--- src/rtl/ariane_pkg.sv ---
// Shared core types. The commit-stage scoreboard entry and the trace entry
// live together so the trace FIFO and the commit stage agree on field layout.
package ariane_pkg;

  localparam int unsigned VLEN = 64;
  localparam int unsigned XLEN = 64;

  typedef enum logic [3:0] {
    NONE,
    LOAD,
    STORE,
    ALU,
    CTRL_FLOW,
    MULT,
    CSR,
    FPU
  } fu_t;

  typedef struct packed {
    logic [VLEN-1:0] pc;
    fu_t             fu;
    logic            valid;
  } scoreboard_entry_t;

  typedef struct packed {
    logic [XLEN-1:0] cause;
    logic            valid;
  } exception_t;

  typedef struct packed {
    logic [VLEN-1:0] pc;
    fu_t             fu;
    logic            is_ex;
    logic [XLEN-1:0] cause;
    logic [15:0]     seq;
  } trace_entry_t;

endpackage

--- src/rtl/commit_trace_if.sv ---
// Consumer-side handshake of the commit trace FIFO: head entry plus valid/ready.
interface commit_trace_if;
  import ariane_pkg::*;

  logic         trace_valid_o;
  logic         trace_ready_i;
  trace_entry_t trace_o;

  modport master (
    output trace_valid_o,
    output trace_o,
    input  trace_ready_i
  );

  modport slave (
    input  trace_valid_o,
    input  trace_o,
    output trace_ready_i
  );

endinterface

--- src/rtl/commit_trace_fifo.sv ---
// Passive observer of the commit stage: records retired instructions and taken
// exceptions into a 2-write/1-read FIFO, dropping and counting what does not fit.
module commit_trace_fifo
  import ariane_pkg::*;
#(
  parameter int unsigned NR_COMMIT_PORTS = 2,
  parameter int unsigned DEPTH           = 16
) (
  input  logic                                     clk_i,
  input  logic                                     rst_ni,
  input  logic                                     flush_i,
  input  logic                                     en_i,
  input  scoreboard_entry_t [NR_COMMIT_PORTS-1:0]  commit_instr_i,
  input  logic [NR_COMMIT_PORTS-1:0]               commit_ack_i,
  input  exception_t                               exception_i,
  commit_trace_if.master                           trace,
  output logic [$clog2(DEPTH):0]                   level_o,
  output logic [15:0]                              overflow_cnt_o
);

  localparam int unsigned AW = $clog2(DEPTH);
  localparam int unsigned LW = AW + 1;

  trace_entry_t   mem_q [DEPTH];
  logic [AW-1:0]  wptr_q, rptr_q;
  logic [LW-1:0]  level_q;
  logic [15:0]    seq_q;
  logic [15:0]    ovf_q;

  trace_entry_t   wr_entry0, wr_entry1;
  logic [1:0]     n_req, n_wr, n_drop;
  logic [LW-1:0]  free_slots;
  logic [16:0]    ovf_sum;
  logic           pop;
  logic           unused_valid;

  // Build up to two compacted write requests; an exception overrides all acks.
  always_comb begin
    wr_entry0 = '0;
    wr_entry1 = '0;
    n_req     = 2'd0;
    if (en_i) begin
      if (exception_i.valid && commit_instr_i[0].valid) begin
        wr_entry0.pc    = commit_instr_i[0].pc;
        wr_entry0.fu    = commit_instr_i[0].fu;
        wr_entry0.is_ex = 1'b1;
        wr_entry0.cause = exception_i.cause;
        n_req           = 2'd1;
      end else begin
        for (int unsigned i = 0; i < NR_COMMIT_PORTS; i++) begin
          if (commit_ack_i[i]) begin
            if (n_req == 2'd0) begin
              wr_entry0.pc = commit_instr_i[i].pc;
              wr_entry0.fu = commit_instr_i[i].fu;
            end else begin
              wr_entry1.pc = commit_instr_i[i].pc;
              wr_entry1.fu = commit_instr_i[i].fu;
            end
            n_req = n_req + 2'd1;
          end
        end
      end
    end
    wr_entry0.seq = seq_q;
    wr_entry1.seq = seq_q + 16'd1;
  end

  // Space is judged on start-of-cycle occupancy, so a same-cycle pop never helps.
  always_comb begin
    free_slots = LW'(DEPTH) - level_q;
    n_wr       = ({{(LW-2){1'b0}}, n_req} > free_slots) ? free_slots[1:0] : n_req;
    n_drop     = n_req - n_wr;
    ovf_sum    = {1'b0, ovf_q} + 17'(n_drop);
    pop        = (level_q != '0) && trace.trace_ready_i;
  end

  always_comb begin
    unused_valid = 1'b0;
    for (int unsigned i = 0; i < NR_COMMIT_PORTS; i++) begin
      unused_valid = unused_valid ^ commit_instr_i[i].valid;
    end
  end

  always_ff @(posedge clk_i or negedge rst_ni) begin
    if (!rst_ni) begin
      wptr_q  <= '0;
      rptr_q  <= '0;
      level_q <= '0;
      seq_q   <= '0;
      ovf_q   <= '0;
    end else if (flush_i) begin
      wptr_q  <= '0;
      rptr_q  <= '0;
      level_q <= '0;
    end else begin
      wptr_q  <= wptr_q + AW'(n_wr);
      rptr_q  <= rptr_q + AW'(pop);
      level_q <= level_q + LW'(n_wr) - LW'(pop);
      seq_q   <= seq_q + 16'(n_wr);
      ovf_q   <= ovf_sum[16] ? 16'hFFFF : ovf_sum[15:0];
    end
  end

  // Storage carries no reset; stale contents are hidden behind trace_valid_o.
  always_ff @(posedge clk_i) begin
    if (!flush_i) begin
      if (n_wr != 2'd0) mem_q[wptr_q] <= wr_entry0;
      if (n_wr == 2'd2) mem_q[wptr_q + AW'(1)] <= wr_entry1;
    end
  end

  assign trace.trace_valid_o = (level_q != '0);
  assign trace.trace_o       = mem_q[rptr_q];
  assign level_o             = level_q;
  assign overflow_cnt_o      = ovf_q;

endmodule

--- src/flat_wrapper.sv ---
// flat-port wrapper written by rule: the top's interface ports become plain ports
module commit_trace_fifo_flat import ariane_pkg::*;
#(
  parameter int unsigned NR_COMMIT_PORTS = 2,
  parameter int unsigned DEPTH           = 16
)
  (clk_i, rst_ni, flush_i, en_i, commit_instr_i, commit_ack_i, exception_i, level_o, overflow_cnt_o, trace_trace_valid_o, trace_trace_o, trace_trace_ready_i);
  commit_trace_if trace_i ();
  input  logic clk_i;
  input  logic rst_ni;
  input  logic flush_i;
  input  logic en_i;
  input  scoreboard_entry_t [NR_COMMIT_PORTS-1:0] commit_instr_i;
  input  logic [NR_COMMIT_PORTS-1:0] commit_ack_i;
  input  exception_t exception_i;
  output logic [$clog2(DEPTH):0] level_o;
  output logic [15:0] overflow_cnt_o;
  output wire logic [$bits(trace_i.trace_valid_o)-1:0] trace_trace_valid_o;
  output wire logic [$bits(trace_i.trace_o)-1:0] trace_trace_o;
  input wire logic [$bits(trace_i.trace_ready_i)-1:0] trace_trace_ready_i;
  assign trace_trace_valid_o = trace_i.trace_valid_o;
  assign trace_trace_o = trace_i.trace_o;
  assign trace_i.trace_ready_i = trace_trace_ready_i;
  commit_trace_fifo #(.NR_COMMIT_PORTS(NR_COMMIT_PORTS), .DEPTH(DEPTH)) u_core (.clk_i(clk_i), .rst_ni(rst_ni), .flush_i(flush_i), .en_i(en_i), .commit_instr_i(commit_instr_i), .commit_ack_i(commit_ack_i), .exception_i(exception_i), .trace(trace_i), .level_o(level_o), .overflow_cnt_o(overflow_cnt_o));
endmodule
--- config.mk ---
export PLATFORM = sky130hd
export DESIGN_NAME = commit_trace_fifo_flat
export DESIGN_NICKNAME = d
export VERILOG_FILES = /design/src/rtl/ariane_pkg.sv /design/src/rtl/commit_trace_if.sv /design/src/rtl/commit_trace_fifo.sv /design/src/flat_wrapper.sv
export SDC_FILE = /design/constraint.sdc
export NUM_CORES = 2
export LEC_CHECK = 0
export CAP_MARGIN = 20
export CORE_MARGIN = 8
export CORE_UTILIZATION = 57
export CTS_BUF_LIST = sky130_fd_sc_hd__clkbuf_2
export CTS_CLUSTER_SIZE = 20
export DETAILED_ROUTE_END_ITERATION = 12
export PLACE_DENSITY = 0.78
export SLEW_MARGIN = 20
export SYNTH_ARGS = -nofsm -noshare
export SYNTH_HDL_FRONTEND = slang
export SYNTH_SLANG_ARGS = --single-unit
--- constraint.sdc ---
create_clock -name clk_i -period 4.97 [get_ports clk_i]
set_input_delay 0.994 -clock clk_i [delete_from_list [all_inputs] [get_ports clk_i]]
set_output_delay 0.994 -clock clk_i [all_outputs]
set_load 0.02 [all_outputs]
### Yosys cells after proc, flatten, opt, wreduce, memory -nomap -nowiden

Memories as Yosys holds them, arrays and structs flattened.
Cells that the tools add are included.
W data, S select, Z words.

| cells by class | value |
|---|---|
| add/sub/neg operators | 11 |
| order comparisons | 1 |
| equality and inequality tests | 1 |
| muxes and demuxes | 27 |
| reductions and logical operators | 5 |

Operator list:

| kind | count |
|---|---|
| $mux W68 | 8 |
| $mux W133 | 1 |
| $mux W65 | 1 |
| $add A16 B2 Y17 | 1 |
| $add A16 B1 Y16 const B | 1 |
| $add A16 B2 Y16 | 1 |
| $mux W16 | 1 |
| $mux W2 | 6 |
| $mux W4 | 2 |
| $mux W1 | 7 |
| $add A5 B2 Y5 | 1 |
| $gt A2 B5 Y1 | 1 |
| $mux W5 | 1 |
| $reduce_bool A5 Y1 | 1 |
| $sub A5 B1 Y5 | 1 |
| $sub A5 B5 Y5 const A | 1 |
| $add A4 B1 Y4 | 1 |
| $add A4 B1 Y4 const B | 1 |
| $add A4 B2 Y4 | 1 |
| $add A2 B1 Y2 const B | 1 |
| $eq A2 B2 Y1 const B | 1 |
| $logic_and A1 B1 Y1 | 2 |
| $logic_not A2 Y1 | 1 |
| $reduce_bool A2 Y1 | 1 |
| $sub A2 B2 Y2 | 1 |

| storage, ports and cells | value |
|---|---|
| register bits after elaboration | 45 |
| memory bits (writable) | 2384 |
| output and inout bits | 171 |
| word-level logic and storage cells | 51 |
| memories kept | 1 |

Memory list:

| name | depth | bits a word | read ports | clocked after Yosys merged registers in | write ports | line | RTL |
|---|---|---|---|---|---|---|---|
| u_core.mem_q | 16 | 149 | 1 | 0 | 2 | commit_trace_fifo.sv:24 | `trace_entry_t mem_q [DEPTH];` |

### Longest topological paths before layout

| depth | value |
|---|---|
| depth after elaboration | 13 |
| depth in mapped cells | 22 |
| gate-level depth less buffers | 19 |

### Least setup slack after synthesis

Ideal clock, no wire load.

| timing path | value |
|---|---|
| path type | input-to-reg |
| start | in en_i |
| end | mem u_core.mem_q[13][0] in the netlist's numbering, enable pin |
| setup time | 0.438 ns |
| arrival time | 5.419 ns |
| setup slack | -0.887 ns |
| stages | 14 |
| buffers on the path | 6 |
| cells stage by stage | buf_2 -> clkbuf_1 -> buf_1 -> nand2_1 -> ha_1 -> nand2_1 -> o211ai_1 -> a311oi_4 -> mux2i_1 -> buf_2 -> a21oi_1 -> buf_2 -> buf_2 -> inv_1 |

RTL lines:

| what | line | RTL |
|---|---|---|
| from (decl) | flat_wrapper.sv:12 | `input logic en_i;` |
| to (decl) | commit_trace_fifo.sv:24 |  |

### Worst setup path in the final report

| timing path | value |
|---|---|
| start | reg u_core.rptr_q[0] |
| end | out trace_trace_o[147] |

| between the ends | value |
|---|---|
| word-level cells in the longest chain between the ends | 1 |

RTL lines:

| what | line | RTL |
|---|---|---|
| from (decl) | commit_trace_fifo.sv:25 | `logic [AW-1:0] wptr_q, rptr_q;` |
| from (signal assigned) | commit_trace_fifo.sv:97 | `rptr_q <= rptr_q + AW'(pop);` |
| $mem_v2 Z16 W149 | - |  |
| to (decl) | flat_wrapper.sv:19 | `output wire logic [$bits(trace_i.trace_o)-1:0] trace_trace_o;` |

Every way passes these cells.

==> results.yml <==
drt:
  post_drt_wl_per_cell_um: 34.10
  wl_met3_mm: 60.02
  via_per_inst: 7.495
  wl_met2_mm: 172.2
  vias: 84507
  wl_mm: 384.5
  postRouteAntennaNets: 0
  firstDrtPassIters: 7
  remaining_drc_errors: 0
  top_layer: "met5"
  met1_length_mm: 117.9
  drt-initial-drc-count: 14714
synth:
  synth_top_area_share_pct: 38.23
  synth-main-ff-cell: "edfxtp_1"
  syn_nets: 7843
  ys_async_sr_fraction_pct: 1.853
  yosysSeqAreaShare_pct: 59.02
  ys_ff_latch: 2429
  netlist_instances: 7607
  synth_area_um2: 105600
  synth.largest_area_cell: "edfxtp_1"
  ys_warn_count: 0
  netlist_top_cells_area: "edfxtp_1 38%, dfxtp_1 20%, mux4_2 16%"
  synth_cell_types: 49
  synth_enable_flop_cells: 1344
  synth_area_per_cell_um2: 13.88
timing:
  post-route-min-period_ps: 5543
  max_freq_mhz: 180.4
  rsz0062_at_grt: "yes"
  worst_slack_ps: -573.1
  report.final.setup_viol: 149
  slew_headroom_pct: 2.647
  drv_slew: 0
  finClkSkew_ps: 148.3
  post-route-period-util_pct: 111.5
  finalSetupTns_ps: -58650
  finalHoldViolations: 0
  worst_pin_slew_ps: 1460
cells_and_area:
  syn2layout_area_growth_pct: 19.13
  final_common_cell: "edfxtp_1"
  seqCellArea_um2: 62320
  drive_gt1_share_pct: 29.55
  layout.nets: 8605
  final_core_util_pct: 68.12
  multi_input_area_um2: 39770
  final_cell_mix: "1,344 x edfxtp_1, 1,091 x o22ai_1, 1,040 x dfxtp_1, 1,027 x o2bb2ai_1, 869 x clkbuf_2"
  fill_cells: 12105
worst_setup_path:
  end_kind: "primary output"
  crit_slowest_cell: "mux4_2"
  worstRegToRegCells: 14
  critical_path_required_ps: 3980
  critical_path_class: "flip-flop to primary output"
  crit_path_max_incr_delay_ps: 640
  crit_chain: "buf_12 -> buf_16 -> buf_12 -> buf_12 -> buf_16 -> mux4_2 -> mux4_2 -> buf_6"
  path_common_cell: "buf_12"
  path_max_fanout: 6
  start_kind: "flip-flop"
  cp.arrival_ps: 4550
placed_design:
  portBuffers: 379
  dpl.hpwl_mm: 212.2
  place.gp.congestion: 0.9087
  dp_slack_ps: -151.5
global_route:
  grt_pass1_vias: 84706
  antenna_found_initial: 9
  grt_overflow: 0
  grt_pass1_wl_mm: 548.8
  gr-usage-all-layers_pct: 36.80
  grt_max_degree: 137
power:
  swShare_pct: 32.07
  ir_worst_vdd_mv: 0.3404
  p_clk_share_pct: 26.2
  leakage_nw: 40.64
  comb_power_share_pct: 29.6
  power_switching_w: 0.01635
  internal_power_w: 0.03464
  p_per_area_nw_per_um2: 405.4
  power_frac_seq_pct: 44.2
clocking:
  numCtsBuffers: 614
  clock_latency_ps: 2140
  cts.htree.levels: 6
  root_buffer: "clkbuf_2"
  clkTransAtPathRegs_ps: 100
  cts_sinks: 2429
  cts_tree: "built"
  clk_path_buf_depth: 4
status:
  status: "finished, violations left"
  violations: "setup timing"
die:
  row_count: 158
  core-area_um2: 184600
  dieArea_um2: 199200
  ios: 381
  die_x_um: 446.4
  die_y_um: 446.4
  initial_core_util_pct: 57.18
hold_path:
  hold_depth: 3
  worst_hold_path_type: "input port to flip-flop"
run:
  drv_cap: 0
[power groups by stage]
stage,clock network [W],registers [W],logic (W)
2_1_floorplan,0,0.0227,0.00728
3_5_place_dp,0,0.0230,0.0115
5_1_grt,0.0143,0.0226,0.0155
4_1_cts,0.0132,0.0225,0.0139
3_3_place_gp,0,0.0229,0.0114
6_report,0.0134,0.0225,0.0151
[cell usage after synthesis, drive strengths merged, types with 2 or more instances]
cell     count
buf        294
xor2        17
a311oi       2
nor3        15
nand3      108
o22ai     1091
edfxtp    1344
clkbuf     695
fa           4
nand2b       5
o211ai      55
a22o        16
mux4       745
and3         7
clkinv       3
ha          22
nor2b        9
or3          4
dfrtp       45
o2bb2ai   1027
xnor2       27
a31oi        9
nor2        40
nand4       12
a21oi       27
a21o         3
dfxtp     1040
inv         40
o21ai      307
mux2i       19
nand2      561
and2         2
mux2         4
[layout make-up]
| cell class | count | share of cell area (%) |
|---|---|---|
| Antenna cell | 13 | 0.02587 |
| Tap cell | 2480 | 2.467 |
| Inverter | 43 | 0.1761 |
| Sequential cell | 2429 | 49.55 |
| Clock inverter | 160 | 0.6367 |
| Clock buffer | 869 | 3.458 |
| Multi-Input combinational cell | 4146 | 31.62 |
| Timing Repair Buffer | 1135 | 12.07 |
[kinds of logic (layout without fill, tap and decap cells)]
group                    after synthesis  in the layout  synth area share [%]
AO/OA/AOI/OAI                       2541           2541                 17.23
flip-flops                          2429           2429                 59.02
buffers and inverters               1032           2207                 3.917
multiplexers                         768            768                 16.12
AND/OR/NAND/NOR                      767            767                 3.016
other                                  0             13                     0
XOR/XNOR                              44             44                0.3650
adder cells (fa/ha/maj)               26             26                0.3366
[repair_timing]
item | 4_1_cts | 5_1_grt
setup buffers | 119 | 61
hold endpoints to repair | 879 | 0
hold buffers | 69 | 0
gates resized for setup | 928 | 209
setup endpoints to repair | 149 | 149
gates cloned | 48 | 22
[final timing paths]
path	start	to	slack [ps]
hold / removal	exception_i[8]	u_core.mem_q[11][23]	20
max in group asynchronous	rst_ni	u_core.rptr_q[0]	4300
setup reg to reg	u_core.level_o[0]	u_core.mem_q[0][95]	900
setup / recovery	u_core.rptr_q[0]	trace_trace_o[147]	-570
min in group asynchronous	rst_ni	u_core.seq_q[15]	100
hold reg to reg	u_core.mem_q[14][46]	u_core.mem_q[14][46]	460
[stage by stage]
stage / instance area [um^2] / power, W / cells / hold WS [ps]
finish: 125800 / 0.05099 / 11275 / 19.05
global route: 125800 / 0.05238 / 11269 / 123.4
CTS: 124400 / 0.04963 / 11201 / 1.661
detailed placement: 115600 / 0.03447 / 9938 / 440.9
global placement: 115600 / 0.03428 / 9938 / 438.6
floorplan: 105700 / 0.03001 / 7607 / 427.1
[critical path: cells and delay by family (launching register included)]
| family | cells | cell delay (ps) |
|---|---|---|
| buf+inv | 6 | 910 |
| flops | 1 | 520 |
| mux | 2 | 1090 |
[flip-flops by register name, summed over array words and instances, names as in the netlist]
name and count:
u_core.rptr_q 4, u_core.overflow_cnt_o 16, u_core.mem_q 2384, u_core.level_o 5
u_core.seq_q 16, u_core.wptr_q 4
[per-layer routing]
layer / vias up / GRT usage, %
li1: 32796 / -
met1: 40557 / 44.13
met2: 8964 / 56.63
met3: 2184 / 11.36
met4: 6 / 26.37
met5: - / 0
No activity file was read; power rests on OpenSTA's default activity.
